--- src/rtl/mcs51_port_if.sv ---
// SFR-side bus of one mcs51 I/O port: byte/bit latch writes and CPU read-back.
interface mcs51_port_if;
  logic       sfr_wr_en;
  logic [7:0] sfr_wr_data;
  logic       bit_wr_en;
  logic [2:0] bit_idx;
  logic       bit_wr_val;
  logic       rmw;
  logic [7:0] rd_data;

  modport master (
    output sfr_wr_en, sfr_wr_data, bit_wr_en, bit_idx, bit_wr_val, rmw,
    input  rd_data
  );

  modport slave (
    input  sfr_wr_en, sfr_wr_data, bit_wr_en, bit_idx, bit_wr_val, rmw,
    output rd_data
  );
endinterface

--- src/rtl/mcs51_port.sv ---
// One 8-bit quasi-bidirectional mcs51 port: SFR latch, pin synchroniser, read mux, pin drive.
// Define MCS51_PORT_PULLUP_PULSE_EN to add the strong-pullup pulse on 0->1 latch transitions.
module mcs51_port #(
  parameter logic [7:0]  RESET_VAL    = 8'hFF,
  parameter int unsigned SYNC_STAGES  = 2,
  parameter int unsigned PULSE_CYCLES = 2
) (
  input  logic       clk,
  input  logic       reset,
  mcs51_port_if.slave sfr,
  input  logic [7:0] pin_in,
  output logic [7:0] pin_sync,
  output logic [7:0] pin_out,
  output logic [7:0] pin_oe
);

  if (SYNC_STAGES < 2 || SYNC_STAGES > 4) begin : g_bad_sync_stages
    $error("mcs51_port: SYNC_STAGES must be in 2..4");
  end
  if (PULSE_CYCLES < 1 || PULSE_CYCLES > 15) begin : g_bad_pulse_cycles
    $error("mcs51_port: PULSE_CYCLES must be in 1..15");
  end

  logic [7:0] latch;
  logic [7:0] latch_next;
  logic [7:0] sync_q [SYNC_STAGES];

  // Byte write outranks a coincident bit write.
  always_comb begin
    latch_next = latch;
    if (sfr.sfr_wr_en)
      latch_next = sfr.sfr_wr_data;
    else if (sfr.bit_wr_en)
      latch_next[sfr.bit_idx] = sfr.bit_wr_val;
  end

  always_ff @(posedge clk) begin
    if (reset)
      latch <= RESET_VAL;
    else
      latch <= latch_next;
  end

  always_ff @(posedge clk) begin
    if (reset) begin
      for (int unsigned i = 0; i < SYNC_STAGES; i++)
        sync_q[i] <= '1;
    end else begin
      sync_q[0] <= pin_in;
      for (int unsigned i = 1; i < SYNC_STAGES; i++)
        sync_q[i] <= sync_q[i-1];
    end
  end

  assign pin_sync    = sync_q[SYNC_STAGES-1];
  assign sfr.rd_data = sfr.rmw ? latch : pin_sync;
  assign pin_out     = latch;

`ifdef MCS51_PORT_PULLUP_PULSE_EN
  localparam int unsigned CW = $clog2(PULSE_CYCLES + 1);

  logic [CW-1:0] cnt [8];
  logic [7:0]    pulse_active;

  // Edges are detected against latch_next so the pulse starts with the write itself.
  always_ff @(posedge clk) begin
    for (int unsigned i = 0; i < 8; i++) begin
      if (reset)
        cnt[i] <= '0;
      else if (!latch[i] && latch_next[i])
        cnt[i] <= CW'(PULSE_CYCLES);
      else if (latch[i] && !latch_next[i])
        cnt[i] <= '0;
      else if (cnt[i] != '0)
        cnt[i] <= cnt[i] - CW'(1);
    end
  end

  always_comb begin
    pulse_active = '0;
    for (int unsigned i = 0; i < 8; i++)
      pulse_active[i] = (cnt[i] != '0);
  end

  assign pin_oe = ~latch | pulse_active;
`else
  assign pin_oe = ~latch;
`endif

endmodule

--- src/flat_wrapper.sv ---
// flat-port wrapper written by rule: the top's interface ports become plain ports
module mcs51_port_flat 
#(
  parameter logic [7:0]  RESET_VAL    = 8'hFF,
  parameter int unsigned SYNC_STAGES  = 2,
  parameter int unsigned PULSE_CYCLES = 2
)
  (clk, reset, pin_in, pin_sync, pin_out, pin_oe, sfr_sfr_wr_en, sfr_sfr_wr_data, sfr_bit_wr_en, sfr_bit_idx, sfr_bit_wr_val, sfr_rmw, sfr_rd_data);
  mcs51_port_if sfr_i ();
  input  logic clk;
  input  logic reset;
  input  logic [7:0] pin_in;
  output logic [7:0] pin_sync;
  output logic [7:0] pin_out;
  output logic [7:0] pin_oe;
  input wire logic [$bits(sfr_i.sfr_wr_en)-1:0] sfr_sfr_wr_en;
  input wire logic [$bits(sfr_i.sfr_wr_data)-1:0] sfr_sfr_wr_data;
  input wire logic [$bits(sfr_i.bit_wr_en)-1:0] sfr_bit_wr_en;
  input wire logic [$bits(sfr_i.bit_idx)-1:0] sfr_bit_idx;
  input wire logic [$bits(sfr_i.bit_wr_val)-1:0] sfr_bit_wr_val;
  input wire logic [$bits(sfr_i.rmw)-1:0] sfr_rmw;
  output wire logic [$bits(sfr_i.rd_data)-1:0] sfr_rd_data;
  assign sfr_i.sfr_wr_en = sfr_sfr_wr_en;
  assign sfr_i.sfr_wr_data = sfr_sfr_wr_data;
  assign sfr_i.bit_wr_en = sfr_bit_wr_en;
  assign sfr_i.bit_idx = sfr_bit_idx;
  assign sfr_i.bit_wr_val = sfr_bit_wr_val;
  assign sfr_i.rmw = sfr_rmw;
  assign sfr_rd_data = sfr_i.rd_data;
  mcs51_port #(.RESET_VAL(RESET_VAL), .SYNC_STAGES(SYNC_STAGES), .PULSE_CYCLES(PULSE_CYCLES)) u_core (.clk(clk), .reset(reset), .sfr(sfr_i), .pin_in(pin_in), .pin_sync(pin_sync), .pin_out(pin_out), .pin_oe(pin_oe));
endmodule
--- config.mk ---
export PLATFORM = sky130hd
export DESIGN_NAME = mcs51_port_flat
export DESIGN_NICKNAME = d
export VERILOG_FILES = /design/src/rtl/mcs51_port_if.sv /design/src/rtl/mcs51_port.sv /design/src/flat_wrapper.sv
export SDC_FILE = /design/constraint.sdc
export NUM_CORES = 1
export LEC_CHECK = 0
export CAP_MARGIN = 25
export CORE_ASPECT_RATIO = 1.2
export CORE_MARGIN = 4
export CORE_UTILIZATION = 38
export CTS_BUF_LIST = sky130_fd_sc_hd__clkbuf_16
export CTS_CLUSTER_SIZE = 14
export DETAILED_ROUTE_END_ITERATION = 10
export PLACE_DENSITY_LB_ADDON = 0.3
export SLEW_MARGIN = 15
export SYNTH_ARGS = -nofsm -noshare
export SYNTH_HDL_FRONTEND = slang
export SYNTH_SLANG_ARGS = --single-unit
--- constraint.sdc ---
create_clock -name clk -period 1.4 [get_ports clk]
set_input_delay 0.14 -clock clk [delete_from_list [all_inputs] [get_ports clk]]
set_output_delay 0.14 -clock clk [all_outputs]
set_load 0.02 [all_outputs]
==> metrics.yaml <==
outcome:
  outcome: "finished clean"
yosys:
  synth_nets: 127
  avgSynthCellArea_um2: 10.3
  syn_area_um2: 1050
  ys_seq_area_share_pct: 45.9
  yosysWarnings: 0
  synth_edf_count: 0
  postSynthCellCount: 102
  ys_ff_latch: 24
  ys_types: 27
  synth_flop_cell: "dfxtp_1"
  async_reset_ff_share_pct: 0
routing:
  viasPerCell: 4.76
  drc: 0
  dr.pass1.iters: 4
  drtAntennaViolNets: 0
  vias: 942
  postRouteWirelength_um: 2740
  drt_iter0_drc: 7
  wire_per_inst_um: 13.8
grt:
  track_usage_pct: 15.0
  grt_max_degree: 16
  grt_pass1_vias: 987
  antenna_found_initial: 0
  grt_pass1_wl_um: 4310
  grt.overflow.total: 0
cells_and_area:
  final_common_cell: "clkdlybuf4s50_1"
  layout-drive-gt1-share_pct: 28.5
  fin_cells: 198
  final_cell_mix: "clkdlybuf4s50_1, dfxtp_1, buf_4"
  multi_input_area_um2: 445
  stdcell_area_um2: 1760
  antenna_cells: 0
  final_util_pct: 68.3
  n_fill_cell: 221
  final_net_count: 191
  area_delta_synth_final_pct: 68.1
  seq_area_um2: 480
clock_network:
  tritoncts: "built"
  clockBufferDepth: 2
  post_cts_buffers: 0
  holdBufCountCts: 0
  clock-root-buffer: "clkbuf_16"
  htreeDepth: 1
  numClockSinks: 24
  clk_pin_slew_ns: 0.06
  cts_made_buffers: 3
  clk_latency_ns: 0.25
sta:
  hold_violations: 0
  tightest_slew_ns: 0.325
  rsz0062_at_grt: "false"
  fin_worst_skew_ns: 0.00112
  setup_viol: 0
  tns_ns: 0
  relSlewSlack_pct: 78.1
  min_period_ns: 1.36
  slew_violations: 0
  fmax_mhz: 734
  fin_crit_sh_pct: 97.4
placed_design:
  dp_hpwl_um: 2170
  placed_area_um2: 1690
  port-buffer-count: 56
  gp_congestion: 0.808
  dp.cells: 194
floorplan:
  fp.dieH_um: 65.5
  die_w_um: 55.9
  start_util_pct: 40.6
  die-area_um2: 3660
  core_area_um2: 2580
  io_pins: 57
  row_count: 20
pwr:
  powerDensity_nw_per_um2: 1080
  leakage_nw: 0.798
  vdd_ir_drop_max_v: 0.000944
  p_total_mw: 1.90
critical_path:
  worstSetupStartpointType: "register"
  crit_chain: "clkdlybuf4s50_1"
  critPathKind: "reg -> out"
  worst-path-buf-inv: 1
  slowest_stage: "clkdlybuf4s50_1"
  cp_max_fo: 3
  cp.required_ns: 1.26
  crit_family: "buffers and inverters"
  crit_arrival_ns: 1.22
  endpoint_kind: "primary output"
  slowest_delay_ns: 0.62
run:
  drv_cap: 0
worst_hold_path:
  hp-class: "reg -> reg"
[registers in the layout, indices dropped and copies added (netlist names)]
name / flops
u_core.sync_q: 16
u_core.pin_out: 8
[worst reg2reg max path, delay by kind of cell (launching register included)]
kind	cells	cell delay, ns
flip-flops	1	0.35
AO/OA/AOI/OAI	2	0.41
[worst paths after layout]
path / start / to / slack (ns) / cells past startpoint
worst min register to register: u_core.sync_q[0][5]$_SDFF_PP1_ / u_core.sync_q[0][13]$_SDFF_PP1_ / 0.41 / 1
worst min-delay path: u_core.sync_q[0][5]$_SDFF_PP1_ / u_core.sync_q[0][13]$_SDFF_PP1_ / 0.41 / 1
worst max-delay path: u_core.pin_out[7]$_SDFFE_PP1P_ / pin_out[7] / 0.04 / 1
worst max register to register: u_core.pin_out[6]$_SDFFE_PP1P_ / u_core.pin_out[6]$_SDFFE_PP1P_ / 0.53 / 2
[layer usage]
metal  GRT usage (%)  wire length, µm  up-vias
met5               0                0        -
met1            15.2             1080      428
met3            4.72              205        8
met4            5.34               44        0
li1                -                -      466
met2            28.7             1410       40
[report_power, final]
part / switching (mW) / total [mW] / internal, mW / leakage, nW
registers: 0.0225 / 0.742 / 0.720 / 0.199
logic: 0.160 / 0.357 / 0.196 / 0.548
clock network: 0.230 / 0.797 / 0.567 / 0.0511
total: 0.413 / 1.90 / 1.48 / 0.798
[cell type report]
type	instances	area share [%]
inverters	10	2.13
flip-flops and latches	24	27.3
well taps	33	2.35
multi-input cells	56	25.3
clock buffers	3	4.26
clock inverters	1	1.71
repair buffers	71	37.0
[through the flow]
stage          setup slack, ns  hold slack, ns
2_1_floorplan            0.380           0.237
3_3_place_gp            -0.382           0.386
3_5_place_dp            -0.414           0.398
4_1_cts                0.00241           0.414
5_1_grt                0.00140           0.428
6_report                0.0368           0.410
[cells in the mapped netlist, types with 2 or more instances]
master / n / share of area [%]
a311oi_1: 2 / 1.7
o221a_2: 2 / 2.2
and2b_4: 2 / 1.9
clkbuf_1: 2 / 0.72
nand2_1: 2 / 0.72
inv_1: 10 / 3.6
buf_4: 8 / 5.7
or2_1: 11 / 6.6
dfxtp_1: 24 / 46
a211oi_1: 4 / 2.9
mux2_2: 8 / 8.6
a311o_1: 2 / 1.9
or2_2: 7 / 4.2
nor2_1: 5 / 1.8
[repair_timing]
item	in CTS	in global routing
resized for setup	42	5
endpoints found under the hold margin	0	0
setup endpoints to repair	18	5
[cell families (layout without fill, tap and decap cells)]
kind of cell	after synthesis	after routing	share of synthesized area, %
compound gates	15	15	12.7
buf+inv	22	85	11.6
flops	24	24	45.9
simple gates	32	32	20.3
mux	9	9	9.56
No activity file was read; power rests on OpenSTA's default activity.
